## src/rtl/vram_write_arbiter.sv

```systemverilog
// Shares one single-port synchronous VRAM between display scan reads, a full-frame
// clear sweep and buffered CPU pixel writes; scan reads always win the port.
module vram_write_arbiter #(
  parameter int FIFO_DEPTH = 4,
  parameter int COLOR_W    = 3,
  parameter int ROW_W      = 8,
  parameter int COL_W      = 8,
  parameter int ROWS       = 240,
  parameter int COLS       = 256,
  parameter int ADDR_W     = 16
) (
  input  logic                        Clock,
  input  logic                        Reset,
  input  logic                        iWrValid,
  input  logic [COLOR_W-1:0]          iWrColor,
  input  logic [ROW_W-1:0]            iWrRow,
  input  logic [COL_W-1:0]            iWrCol,
  output logic                        oWrReady,
  input  logic                        iScanReq,
  input  logic [ADDR_W-1:0]           iScanAddr,
  output logic [COLOR_W-1:0]          oScanData,
  output logic                        oScanValid,
  input  logic                        iClear,
  input  logic [COLOR_W-1:0]          iClearColor,
  output logic                        oBusy,
  output logic [ADDR_W-1:0]           oRamAddr,
  output logic                        oRamWe,
  output logic [COLOR_W-1:0]          oRamWrData,
  input  logic [COLOR_W-1:0]          iRamRdData,
  output logic [$clog2(FIFO_DEPTH):0] oFifoLevel,
  output logic                        oDropped,
  output logic                        oRangeErr
);

  localparam int PTR_W = $clog2(FIFO_DEPTH);
  localparam int LVL_W = PTR_W + 1;
  localparam logic [31:0] ROWS_U = 32'(ROWS);
  localparam logic [31:0] COLS_U = 32'(COLS);
  localparam logic [ADDR_W-1:0] CLR_LAST = ADDR_W'(ROWS * COLS - 1);

  typedef enum logic [0:0] {
    S_IDLE  = 1'b0,
    S_CLEAR = 1'b1
  } state_t;

  state_t state, state_nxt;

  logic [COLOR_W-1:0] fifo_color [FIFO_DEPTH];
  logic [ROW_W-1:0]   fifo_row   [FIFO_DEPTH];
  logic [COL_W-1:0]   fifo_col   [FIFO_DEPTH];
  logic [PTR_W-1:0]   wr_ptr, rd_ptr;
  logic [LVL_W-1:0]   level;

  logic               push, pop;
  logic               slot_scan, slot_clear, slot_write;
  logic [COLOR_W-1:0] head_color;
  logic [ROW_W-1:0]   head_row;
  logic [COL_W-1:0]   head_col;
  logic               head_in_range;
  logic [ADDR_W-1:0]  head_addr;

  logic [ADDR_W-1:0]  clr_cnt;
  logic [COLOR_W-1:0] clr_color;
  logic               vld_p0, vld_p1;

  function automatic logic [ADDR_W-1:0] lin_addr(input logic [ROW_W-1:0] r,
                                                 input logic [COL_W-1:0] c);
    return ADDR_W'(32'(r) * COLS_U + 32'(c));
  endfunction

  function automatic logic in_frame(input logic [ROW_W-1:0] r,
                                    input logic [COL_W-1:0] c);
    return (32'(r) < ROWS_U) && (32'(c) < COLS_U);
  endfunction

  assign oWrReady   = (level < LVL_W'(FIFO_DEPTH));
  assign oFifoLevel = level;
  assign oBusy      = (state == S_CLEAR);
  assign push       = iWrValid & oWrReady;
  assign pop        = slot_write;

  assign head_color    = fifo_color[rd_ptr];
  assign head_row      = fifo_row[rd_ptr];
  assign head_col      = fifo_col[rd_ptr];
  assign head_in_range = in_frame(head_row, head_col);
  assign head_addr     = lin_addr(head_row, head_col);

  // Slot grant: scan > clear sweep > FIFO drain; the FIFO is frozen while clearing.
  always_comb begin
    slot_scan  = iScanReq;
    slot_clear = !iScanReq && (state == S_CLEAR);
    slot_write = !iScanReq && (state != S_CLEAR) && (level != '0);
    state_nxt  = state;
    case (state)
      S_IDLE:  if (iClear) state_nxt = S_CLEAR;
      S_CLEAR: if (slot_clear && (clr_cnt == CLR_LAST)) state_nxt = S_IDLE;
      default: state_nxt = S_IDLE;
    endcase
  end

  always_ff @(posedge Clock or posedge Reset) begin
    if (Reset) state <= S_IDLE;
    else       state <= state_nxt;
  end

  // Entry storage needs no reset: occupancy is tracked by the pointers and level.
  always_ff @(posedge Clock) begin
    if (push) begin
      fifo_color[wr_ptr] <= iWrColor;
      fifo_row[wr_ptr]   <= iWrRow;
      fifo_col[wr_ptr]   <= iWrCol;
    end
  end

  always_ff @(posedge Clock or posedge Reset) begin
    if (Reset) begin
      wr_ptr <= '0;
      rd_ptr <= '0;
      level  <= '0;
    end else begin
      if (push) wr_ptr <= wr_ptr + PTR_W'(1);
      if (pop)  rd_ptr <= rd_ptr + PTR_W'(1);
      case ({push, pop})
        2'b10:   level <= level + LVL_W'(1);
        2'b01:   level <= level - LVL_W'(1);
        default: level <= level;
      endcase
    end
  end

  always_ff @(posedge Clock or posedge Reset) begin
    if (Reset) begin
      oRamAddr   <= '0;
      oRamWe     <= 1'b0;
      oRamWrData <= '0;
      clr_cnt    <= '0;
      clr_color  <= '0;
      oDropped   <= 1'b0;
      oRangeErr  <= 1'b0;
    end else begin
      oRamWe <= 1'b0;
      if (slot_scan) begin
        oRamAddr <= iScanAddr;
      end else if (slot_clear) begin
        oRamAddr   <= clr_cnt;
        oRamWe     <= 1'b1;
        oRamWrData <= clr_color;
        clr_cnt    <= clr_cnt + ADDR_W'(1);
      end else if (slot_write) begin
        if (head_in_range) begin
          oRamAddr   <= head_addr;
          oRamWe     <= 1'b1;
          oRamWrData <= head_color;
        end else begin
          oRangeErr <= 1'b1;
        end
      end
      if ((state == S_IDLE) && iClear) begin
        clr_cnt   <= '0;
        clr_color <= iClearColor;
      end
      if (iWrValid && !oWrReady) oDropped <= 1'b1;
    end
  end

  always_ff @(posedge Clock or posedge Reset) begin
    if (Reset) begin
      vld_p0     <= 1'b0;
      vld_p1     <= 1'b0;
      oScanValid <= 1'b0;
      oScanData  <= '0;
    end else begin
      // p0: address on the RAM port
      vld_p0 <= slot_scan;
      // p1: RAM data arriving on iRamRdData
      vld_p1 <= vld_p0;
      // output stage: registered read data
      oScanValid <= vld_p1;
      if (vld_p1) oScanData <= iRamRdData;
    end
  end

endmodule

```

## config.mk

```make
export PLATFORM = sky130hd
export DESIGN_NAME = vram_write_arbiter
export DESIGN_NICKNAME = d
export VERILOG_FILES = /design/src/rtl/vram_write_arbiter.sv
export SDC_FILE = /design/constraint.sdc
export NUM_CORES = 1
export LEC_CHECK = 0
export ABC_CLOCK_PERIOD_IN_PS = 2810
export CAP_MARGIN = 10
export CORE_AREA = 2 2 105 107
export DETAILED_ROUTE_END_ITERATION = 16
export DIE_AREA = 0 0 107 109
export GPL_ROUTABILITY_DRIVEN = 1
export HOLD_SLACK_MARGIN = 0.02
export PLACE_DENSITY = 0.78
export SLEW_MARGIN = 20
export SYNTH_ARGS = -nofsm -noshare
export SYNTH_HDL_FRONTEND = slang
export SYNTH_SLANG_ARGS = --single-unit
```

## constraint.sdc

```tcl
create_clock -name Clock -period 2.81 [get_ports Clock]
set_clock_uncertainty 0.2 [all_clocks]
set_input_delay 0.281 -clock Clock [delete_from_list [all_inputs] [get_ports Clock]]
set_output_delay 0.281 -clock Clock [all_outputs]
set_load 0.005 [all_outputs]
```

* Word-level counts from Yosys, hierarchy flattened *
Memories as Yosys holds them, arrays and structs flattened.
Index checks and enable logic that the tools add are counted.

storage, ports and cells
  logic and storage cells = 74
  memory bits (writable) = 76
  memory bits (read-only) = 0
  latch bits = 0
  memories = 3
  register bits after elaboration = 55
  output and inout port bits = 31

memories
  name        words  bits a word  rd ports  clocked after Yosys merged registers in  wr ports  line  RTL
  fifo_col    4      8            1         0                                        1         50    logic [COL_W-1:0] fifo_col [FIFO_DEPTH];
  fifo_row    4      8            1         0                                        1         49    logic [ROW_W-1:0] fifo_row [FIFO_DEPTH];
  fifo_color  4      3            1         0                                        1         48    logic [COLOR_W-1:0] fifo_color [FIFO_DEPTH];

cells by class
  div/mod/pow operators = 0
  bitwise operators = 5
  order comparisons = 2
  reductions and logical operators = 19
  shift-type cells = 0
  mux-type cells = 20
  add/sub/neg operators = 6
  eq/ne operators = 4
  $mul = 0

operator list
  kind                   count
  $mux 16                7
  $add 16x1->16 const B  1
  $add 16x8->16          1
  $eq 16x16->1 const B   1
  $mux 3                 3
  $reduce_bool 3->1      3
  $lt 8x8->1 const B     1
  $mux 1                 8
  $reduce_bool 2->1      4
  $logic_and 1x1->1      6
  $pmux 3 s2             1
  $add 2x1->2 const B    2
  $not 1->1              4
  $reduce_and 2->1       2
  $reduce_and 4->1       1
  $add 3x1->3 const B    1
  $lt 3x3->1 const B     1
  $reduce_and 3->1       1
  $sub 3x1->3 const B    1
  $eq 2x1->1 const B     1
  $eq 2x2->1 const B     1
  $logic_not 1->1        2
  $ne 2x1->1 const B     1
  $pmux 1 s2             1
  $and 1x1->1            1

* Logic depth before layout (Yosys ltp) *
Gate-level depths: netlist of run 1.

  depth after elaboration = 6
  mapped depth = 11
  mapped depth without buffers = 9

* Worst setup path before layout of run 1 *
No wires, ideal clock.

  kind = input to register
  start = input iScanReq
  end = register level[2] (netlist: oFifoLevel[2])
  data arrival time = 2.220 ns
  slack = 0.310 ns
  stages = 11
  cell sequence = clkbuf_1 -> nor2_1 -> clkbuf_1 -> nand2b_1 -> inv_1 -> ha_1 -> inv_1 -> fa_1 -> xor2_1 -> nor2_1 -> xnor2_1

between the ends
  cells in the longest elaborated chain, start to end = 5
  elaborated cells between the ends (all ways) = 7
  those cells by class = 2 x eq/ne; 1 x mux; 4 x reduce/logical

ends and longest elaborated chain
  element                                                 line  RTL
  start, declared                                         19    input logic iScanReq,
  $logic_not 1->1 *                                       92    slot_write = !iScanReq && (state != S_CLEAR) && (level != '0);
  $logic_and 1x1->1 * (2 in series)                       92
  net pop                                                 54    logic push, pop;
  $eq 2x1->1 / $eq 2x2->1 (equally long branches)         123   case ({push, pop})
  $pmux 3 s2 / $reduce_bool 2->1 (equally long branches)  -
  end signal, assigned                                    124   2'b10: level <= level + LVL_W'(1);
  end signal, assigned                                    125   2'b01: level <= level - LVL_W'(1);
  end signal, assigned                                    126   default: level <= level;
  end, declared                                           52    logic [LVL_W-1:0] level;

The timed path passes the listed nets; every way through them passes the cells marked *.
A chain may end at the register's enable or synchronous reset.

* Worst setup path after layout of run 1 *
  start = register rd_ptr[0]
  end = register oRamAddr[15]

between the ends
  cells in the longest elaborated chain, start to end = 6
  elaborated cells between the ends (all ways) = 10
  those cells by class = 1 x add/sub; 1 x order compare; 4 x mux; 2 x reduce/logical; 2 x memory

ends and longest elaborated chain
  element                                line  RTL
  start, declared                        51    logic [PTR_W-1:0] wr_ptr, rd_ptr;
  start signal, assigned                 122   if (pop) rd_ptr <= rd_ptr + PTR_W'(1);
  $mem_v2 4x8, on equally long branches  -
  $add 16x8->16                          68    return ADDR_W'(32'(r) * COLS_U + 32'(c));
  $mux 16                                150   if (head_in_range) begin
  $mux 16                                149   end else if (slot_write) begin
  $mux 16                                144   end else if (slot_clear) begin
  $mux 16                                142   if (slot_scan) begin
  end signal, assigned                   143   oRamAddr <= iScanAddr;
  end signal, assigned                   145   oRamAddr <= clr_cnt;
  end signal, assigned                   151   oRamAddr <= head_addr;
  end, declared                          26    output logic [ADDR_W-1:0] oRamAddr,

Several ways; a longest one is shown, not always the timed one. The select of a mux whose other input is x is not followed.

==> results of run 1 <==
registers in the layout, indices dropped and copies added, names as in the netlist:
signal / cells
fifo_col: 32
oBusy: 1
oRamAddr: 16
clr_color: 3
oScanData: 3
vld_p1: 1
oScanValid: 1
oRamWe: 1
wr_ptr: 2
fifo_color: 12
rd_ptr: 2
oRamWrData: 3
clr_cnt: 16
oRangeErr: 1
oDropped: 1
vld_p0: 1
oFifoLevel: 3
fifo_row: 32
cell type report:
| cell class | instances | area, sq um | area share (%) |
|---|---|---|---|
| Clock inverter | 12 | 115 | 1.62 |
| Inverter | 17 | 63.8 | 0.899 |
| Tap cell | 140 | 175 | 2.47 |
| Clock buffer | 20 | 425 | 6.00 |
| Multi-Input combinational cell | 232 | 1720 | 24.3 |
| Sequential cell | 131 | 3660 | 51.6 |
| Timing Repair Buffer | 99 | 936 | 13.2 |
through the flow:
stage | hold WS, ps | worst slack, ps
after floorplan | 112 | 310
after global placement | 136 | 391
after detailed placement | 135 | 333
after CTS | 77.2 | 366
after global routing | 109 | 249
final | 95.4 | 367
critical path, stage by stage, from the launching register on:
cell	delay, ps
dfrtp_1	390
buf_4	260
nor3b_1	80
or4_4	640
o21ai_4	370
mux2_2	380
layout by cell type (no fill, tap or decap), types with 4 or more instances in the layout:
master and instances:
edfxtp_1 76, clkdlybuf4s50_1 76, dfrtp_1 55, mux2i_1 34
nand2_1 24, buf_4 22, o21ai_0 20, inv_1 16
o22ai_1 16, clkbuf_16 16, nor2_1 12, nand3_1 10
a21oi_1 9, o31ai_1 9, mux2_2 9, a211oi_1 8
a22oi_1 8, a2bb2oi_1 8, nand4_1 7, ha_1 6
xnor2_1 5, nand2b_1 4, and2_1 4, clkinv_2 4
power by group through the flow:
stage | Combinational, mW | Sequential (mW) | Clock, mW
3_5_place_dp | 1.28 | 2.60 | 0
3_3_place_gp | 1.26 | 2.58 | 0
6_report | 1.29 | 2.56 | 2.01
4_1_cts | 1.30 | 2.56 | 2.04
5_1_grt | 1.40 | 2.59 | 2.12
2_1_floorplan | 0.846 | 2.52 | 0
path summary, 6_finish.rpt:
path / start / slack, ps / endpoint
setup / recovery: rd_ptr[0] / 370 / oRamAddr[15]
hold / removal: iClearColor[0] / 100 / clr_color[0]
setup reg to reg: rd_ptr[0] / 370 / oRamAddr[15]
hold reg to reg: vld_p0 / 150 / vld_p1
max in group asynchronous: Reset / 1280 / oRamAddr[5]
min in group asynchronous: Reset / 510 / vld_p0
per-layer routing:
| metal | up-vias | share of wire, % |
|---|---|---|
| met5 | - | 0 |
| met4 | 0 | 2.1 |
| met3 | 18 | 5.6 |
| met2 | 128 | 49 |
| met1 | 1813 | 43 |
| li1 | 1719 | - |
logic make-up after synthesis:
logic type	after synthesis	share of synthesized area (%)
compound gates	89	10.7
xor+xnor	8	1.26
fa+ha+maj	7	1.71
buf+inv	40	3.22
flops	131	65.8
mux	48	9.70
simple gates	80	7.59
==> results.tsv, run 1 <==
metric	value	unit
status	finished clean	
cap_violations	0	
timing.setup.tns	0	ps
critical_path.max_fanout	17	
fin_area	0.00710	sq mm
syn-cell-area	0.00556	sq mm
fillers	740	
worst-setup-path-type	register to register	
grt_pass1_vias	3643	
gp_congestion	0.889	
finalPower	5.86	mW
cts_resized	0	
yosys-top-cells-count	76 x edfxtp_1, 55 x dfrtp_1, 34 x mux2i_1	
internal_power	4.26	mW
irDropWorstVdd	0.416	mV
grtUsageMet2	34.2	%
required	3010	ps
cts_setup_buffers	0	
use_met1	27.9	%
startpoint_type	register	
power.switching	1.60	mW
ff2ff_path_depth	5	
die-area	0.0117	sq mm
coreArea	0.0106	sq mm
vias	3678	
ant_nets	0	
die_w	107	um
n_antenna_cell	0	
synth_edf_count	76	
wl_per_cell	18.1	um
switching_share	27.3	%
clkTransAtPathRegs	60	ps
die_y	109	um
rsz0062_at_grt	false	
fin_crit_sh	86.9	%
gr-total-overflow	0	
top_usage_layer	met2	
htreeDepth	4	
synth-seq-cells	131	
syn_to_final_growth	27.6	%
nets	551	
p_clk_share	34.3	%
yosys_warnings	0	
hold_viol_final	0	
synth_seq_area_share	65.8	%
hpwl	8.09	mm
clockBufferDepth	2	
power_frac_comb	22.0	%
fin_cells	651	
p_leak	2.79	nW
drc_errors	0	
synth_area_leader_cell	edfxtp_1	
critical_path_arrival	2640	ps
synthTopCellsByArea	edfxtp_1 41%, dfrtp_1 25%, mux2i_1 6.1%	
io_pins	77	
drt-pass1-iter-count	5	
dpl_cell_area	0.00655	sq mm
grt_usage	21.4	%
synthCells	403	
grt_antenna_before_repair	0	
insertion_delay	520	ps
clock-sinks	131	
synthMostInstantiatedCell	edfxtp_1	
synth-async-reset-ratio	42.0	%
grt_pass1_wl	18.7	mm
syn_avg_cell_area	13.8	sq um
setup_viol	0	
hold_class	input pin to register	
placedCellCount	618	
numPortBuffers	76	
grtUsageMet3	5.26	%
fmax	409	MHz
grt_max_degree	29	
tightestPinTransition	557	ps
ctsHoldBuffers	1	
first_iter_violations	193	
vias_per_cell	5.65	
syn-num-nets	456	
synth_top_area_share	41.1	%
relSlewSlack	62.6	%
min_period	2440	ps
seq_power_share	43.7	%
slew_violations	0	
cts-root-buf	clkbuf_8	
start_util	52.4	%
placementRows	38	
cts_tree	done	
ys_types	49	
drt_wl_total	11.8	mm
end_kind	register	
yosys_most_used_dff	edfxtp_1	
hold_depth	3	
cts_made_buffers	17	
drive_gt1_share	13.3	%
power_density	826	mW/mm^2
final_core_util	66.9	%
(Power assumes the default switching activity.)
==> run 2: changes to the inputs <==
--- a/config.mk
+++ b/config.mk
@@ -13,6 +13,7 @@
 export GPL_ROUTABILITY_DRIVEN = 1
 export HOLD_SLACK_MARGIN = 0.02
 export PLACE_DENSITY = 0.78
+export SETUP_SLACK_MARGIN = 0.3
 export SLEW_MARGIN = 20
 export SYNTH_ARGS = -nofsm -noshare
 export SYNTH_HDL_FRONTEND = slang
==> run 2 against run 1 <==
  * Hold slack got worse by 3.7 ps
  * Design area grew 0.28%
  * Critical path depth grew 1
  * Wire length up 1.4%
  * Flip-flop and latch count unchanged
  * Sequential power about the same
  * Count of clock-buffer cells in the layout unchanged
  * Clock power about the same
  * Combinational power barely moved
  * Global-route usage unchanged
  * Critical endpoint unchanged
  * Largest cell class unchanged
==> results.tsv, run 2 (same netlist as run 1, synthesis figures left out) <==
metric	value	unit	change
fin_crit_sh	85.2	%	was 86.9%
clkTransAtPathRegs	60	ps	about the same
fin_cells	652		was 651
irDropWorstVdd	0.417	mV	was 0.416 mV
hold_viol_final	0		unchanged
hold_path_startpoint	iClearColor[0]		unchanged
status	finished clean		unchanged
first_iter_violations	191		was 193
grt_max_degree	29		unchanged
hold_depth	3		unchanged
placementRows	38		unchanged
power_density	825	mW/mm^2	was 826 mW/mm^2
insertion_delay	520	ps	about the same
relSlewSlack	62.0	%	was 62.6%
coreArea	0.0106	sq mm	unchanged
setup_viol	0		unchanged
clock-sinks	131		unchanged
timing.setup.tns	0	ps	unchanged
cts_tree	done		unchanged
cts_made_buffers	17		unchanged
end_kind	register		unchanged
grt_usage	21.4	%	unchanged
worstReg2RegStart	rd_ptr[0]		unchanged
hpwl	8.09	mm	unchanged
die_w	107	um	unchanged
p_leak	2.80	nW	was 2.79 nW
die_y	109	um	unchanged
holdWs	91.7	ps	was 95.4 ps
fmax	418	MHz	was 409 MHz
crit_path_start	rd_ptr[0]		unchanged
nets	552		was 551
worst-setup-path-type	register to register		unchanged
clockBufferDepth	2		unchanged
vias	3705		was 3,678
use_met1	27.9	%	unchanged
cts-root-buf	clkbuf_8		unchanged
cap_violations	0		unchanged
gp_congestion	0.889		unchanged
critical_path.max_fanout	17		unchanged
n_antenna_cell	0		unchanged
die-area	0.0117	sq mm	unchanged
startpoint_type	register		unchanged
start_util	52.4	%	unchanged
htreeDepth	4		unchanged
min_period	2400	ps	was 2440 ps
hold_class	input pin to register		unchanged
rsz0062_at_grt	false		unchanged
numPortBuffers	76		unchanged
drt-pass1-iter-count	6		was 5
top_usage_layer	met2		unchanged
ff2ff_path_depth	6		was 5
drc_errors	0		unchanged
required	3010	ps	about the same
critical_path_arrival	2600	ps	was 2640 ps
fillers	738		was 740
gr-total-overflow	0		unchanged
grt_antenna_before_repair	0		unchanged
layout_common_cells	76 x edfxtp_1, 76 x clkdlybuf4s50_1, 55 x dfrtp_1		unchanged
drt_wl_total	11.9	mm	was 11.8 mm
grtUsageMet3	5.26	%	unchanged
drive_gt1_share	13.5	%	was 13.3%
grt_pass1_vias	3643		unchanged
reg_top3	fifo_col: 32 flops, fifo_row: 32 flops		unchanged
placedCellCount	618		unchanged
grtUsageMet2	34.2	%	unchanged
slew_violations	0		unchanged
grt_pass1_wl	18.7	mm	unchanged
wl_per_cell	18.3	um	was 18.1 um
vias_per_cell	5.68		was 5.65
syn_to_final_growth	28.0	%	was 27.6%
tightestPinTransition	565	ps	was 557 ps
ant_nets	0		unchanged
io_pins	77		unchanged
[run 2: cell count changes in the layout (fill, tap and decap cells not counted)]
cell | before | now
buf_12 | 0 | 1
[run 2: critical path, stage by stage, from the launching register on]
cell and delay (ps):
dfrtp_1 390, buf_4 260, nor3b_1 80, or4_4 640, o21ai_4 220, buf_12 150, mux2_2 330
[run 2: path summary, 6_finish.rpt]
path | endpoint | slack [ps]
max | oRamAddr[15] | 410
min | clr_color[0] | 90
max reg2reg | oRamAddr[15] | 410
min reg2reg | vld_p1 | 150
max in group asynchronous | oRamAddr[7] | 1280
min in group asynchronous | vld_p0 | 500
[run 2: final cells by class]
class	count	area (sq um)	area share, %
Tap cell	140	175	2.46
Multi-Input combinational cell	232	1720	24.2
Clock inverter	12	115	1.62
Sequential cell	131	3660	51.4
Clock buffer	20	425	5.98
Timing Repair Buffer	100	956	13.4
Inverter	17	63.8	0.897
[run 2: layer usage]
metal | part of all wire, % | routed length (um) | up-vias
met1 | 43 | 5090 | 1825
met2 | 49 | 5910 | 135
li1 | - | - | 1722
met3 | 5.7 | 685 | 23
met4 | 2.2 | 263 | 0
met5 | 0 | 0 | -
[run 2: timing repair]
action	in CTS	in global routing
setup endpoints to repair	0	12
hold endpoints to repair	26	0
resized for setup	0	0
hold buffers	1	0
buffers inserted	0	1
[run 2: power by group]
group	internal, mW	total (mW)	leakage [nW]	switching (mW)
combinational	0.664	1.29	1.16	0.629
clock	1.24	2.01	0.261	0.765
sequential	2.36	2.57	1.38	0.210
total	4.26	5.87	2.80	1.60
[run 2: through the flow]
stage | setup WS (ps) | instance area [sq um] | total power [mW] | utilization, %
2_1_floorplan | 310 | 5560 | 3.37 | -
5_1_grt | 328 | 7120 | 6.13 | 67.1
3_3_place_gp | 391 | 6550 | 3.84 | 61.7
4_1_cts | 366 | 7100 | 5.91 | 66.9
6_report | 415 | 7120 | 5.87 | 67.1
3_5_place_dp | 333 | 6550 | 3.88 | 61.7
==> run 3: changes to the inputs <==
--- a/config.mk
+++ b/config.mk
@@ -7,9 +7,9 @@
 export LEC_CHECK = 0
 export ABC_CLOCK_PERIOD_IN_PS = 2810
 export CAP_MARGIN = 10
-export CORE_AREA = 2 2 105 107
+export CORE_AREA = 2 2 86 130
 export DETAILED_ROUTE_END_ITERATION = 16
-export DIE_AREA = 0 0 107 109
+export DIE_AREA = 0 0 88 132
 export GPL_ROUTABILITY_DRIVEN = 1
 export HOLD_SLACK_MARGIN = 0.02
 export PLACE_DENSITY = 0.78
==> run 3 against run 2 <==
  * Combinational power barely moved
  * Final cell count fell by 0.15%
  * Hold slack improved by 62 ps
  * Flip-flop and latch count did not move
  * Sequential power barely moved
  * Setup slack got worse by 46 ps
  * Via count fell by 0.94%
  * Utilization rose by 1.1 points
  * Wire length fell by 1.2%
  * First-iteration DRC count rose by 16%
  * Largest power group unchanged
==> results.tsv, run 3 (same netlist as run 1, synthesis figures left out) <==
metric	value	unit	change
status	finished clean		unchanged
placementRows	46		was 38
die_w	88	um	was 107 um
insertion_delay	410	ps	was 520 ps
hold_path_startpoint	vld_p0		was iClearColor[0]
layout_common_cells	76 x edfxtp_1, 76 x clkdlybuf4s50_1, 55 x dfrtp_1		unchanged
cts_made_buffers	17		unchanged
required	2910	ps	was 3010 ps
grt_pass1_vias	3785		was 3,643
end_kind	register		unchanged
irDropWorstVdd	0.473	mV	was 0.417 mV
htreeDepth	4		unchanged
drive_gt1_share	12.6	%	was 13.5%
cp_slowest_cell	or4_4		unchanged
io_pins	77		unchanged
start_util	53.4	%	was 52.4%
clockBufferDepth	2		unchanged
nets	547		was 552
cap_violations	0		unchanged
drt_wl_total	11.8	mm	was 11.9 mm
timing.setup.tns	0	ps	unchanged
syn_to_final_growth	27.8	%	was 28.0%
rrSetupSlack	370	ps	was 410 ps
reg_top3	fifo_col: 32 flops, fifo_row: 32 flops		unchanged
gp_congestion	0.842		was 0.889
hpwl	8.19	mm	was 8.09 mm
rsz0062_at_grt	false		unchanged
first_iter_violations	222		was 191
ff2ff_path_depth	5		was 6
relSlewSlack	52.3	%	was 62.0%
r2r_end	oRamAddr[13]		was oRamAddr[15]
crit_chain	nor3b_1 -> or4_4 -> o21ai_4 -> buf_12 -> mux2_2		was buf_4 -> nor3b_1 -> or4_4 -> o21ai_4 -> buf_12 -> mux2_2
cts_tree	done		unchanged
vias_per_cell	5.64		was 5.68
min_period	2440	ps	was 2400 ps
dpl_cell_area	0.00655	sq mm	unchanged
gr-total-overflow	0		unchanged
n_antenna_cell	0		unchanged
coreArea	0.0104	sq mm	was 0.0106 sq mm
die-area	0.0116	sq mm	was 0.0117 sq mm
drt-pass1-iter-count	5		was 6
tightestPinTransition	716	ps	was 565 ps
ant_nets	0		unchanged
clkTransAtPathRegs	50	ps	was 60 ps
fmax	410	MHz	was 418 MHz
crit_path_max_incr_delay	650	ps	was 640 ps
startpoint_type	register		unchanged
hold_class	register to register		was input pin to register
hold_viol_final	0		unchanged
fin_area	0.00710	sq mm	was 0.00712 sq mm
fin_crit_sh	86.9	%	was 85.2%
worst-setup-path-type	register to register		unchanged
hold_depth	0		was 3
die_y	132	um	was 109 um
grt_usage	21.5	%	was 21.4%
critical_path.max_fanout	17		unchanged
ctsHoldBuffers	0		was 1
clock-sinks	131		unchanged
hold_end	vld_p1		was clr_color[0]
setup_viol	0		unchanged
wl_per_cell	18.1	um	was 18.3 um
p_leak	2.77	nW	was 2.80 nW
worstReg2RegStart	rd_ptr[1]		was rd_ptr[0]
drc_errors	0		unchanged
slew_violations	0		unchanged
grt_max_degree	56		was 29
grt_pass1_wl	18.8	mm	was 18.7 mm
vias	3670		was 3,705
cts-root-buf	clkbuf_16		was clkbuf_8
critical_path_arrival	2540	ps	was 2600 ps
grt_antenna_before_repair	0		unchanged
power_density	820	mW/mm^2	was 825 mW/mm^2
numPortBuffers	76		unchanged
## run 3: how the worst max path moves through the flow
stage / startpoint / end / slack (ps)
after floorplan: iScanReq / oFifoLevel[2] / 310
after global placement: iScanReq / oFifoLevel[2] / 320
after detailed placement: iScanReq / oFifoLevel[2] / 250
after CTS: rd_ptr[1] / oRamAddr[3] / 300
after global routing: rd_ptr[1] / oRamAddr[12] / 310
final: rd_ptr[1] / oRamAddr[13] / 370
## run 3: per-stage QoR
stage / total power [mW] / worst slack (ps) / hold slack (ps) / std cells / util, %
final: 5.82 / 369 / 154 / 651 / 68.2
after global routing: 6.08 / 314 / 174 / 651 / 68.2
after CTS: 5.85 / 302 / 153 / 650 / 67.9
after detailed placement: 3.89 / 253 / 140 / 618 / 62.8
after global placement: 3.82 / 315 / 136 / 618 / 62.8
after floorplan: 3.37 / 310 / 112 / 403 / -
## run 3: routing by layer
layer	track usage, %	vias to the layer above	wire length [um]
li1	-	1702	-
met1	25.2	1805	4480
met2	36.5	140	6340
met3	5.70	23	695
met4	9.49	0	282
met5	0	-	0
## run 3: cell type report
type	instances	area, sq um
clock buffer	22	444
fill	713	3320
multi-input combinational	232	1730
timing repair buffer	95	941
inverter	17	63.8
tap	144	180
clock inverter	10	86.3
sequential	131	3660
## run 3: repair_timing
action                                  in CTS  in global routing
buffers inserted                             0                  1
gates resized for setup                      0                  1
endpoints found under the setup margin       0                 15
## run 3: power breakdown
group	total, mW	internal (mW)	switching [mW]	leakage, nW
clock	1.96	1.20	0.753	0.245
sequential	2.59	2.36	0.229	1.38
combinational	1.28	0.660	0.622	1.15
## run 3: worst max-delay path, delay by kind of cell, from the launching register on
kind | cells | cell delay [ps]
AOI/OAI and AO/OA | 1 | 230
DFF | 1 | 530
muxes | 1 | 340
and+or+nand+nor | 2 | 880
buffers and inverters | 1 | 150
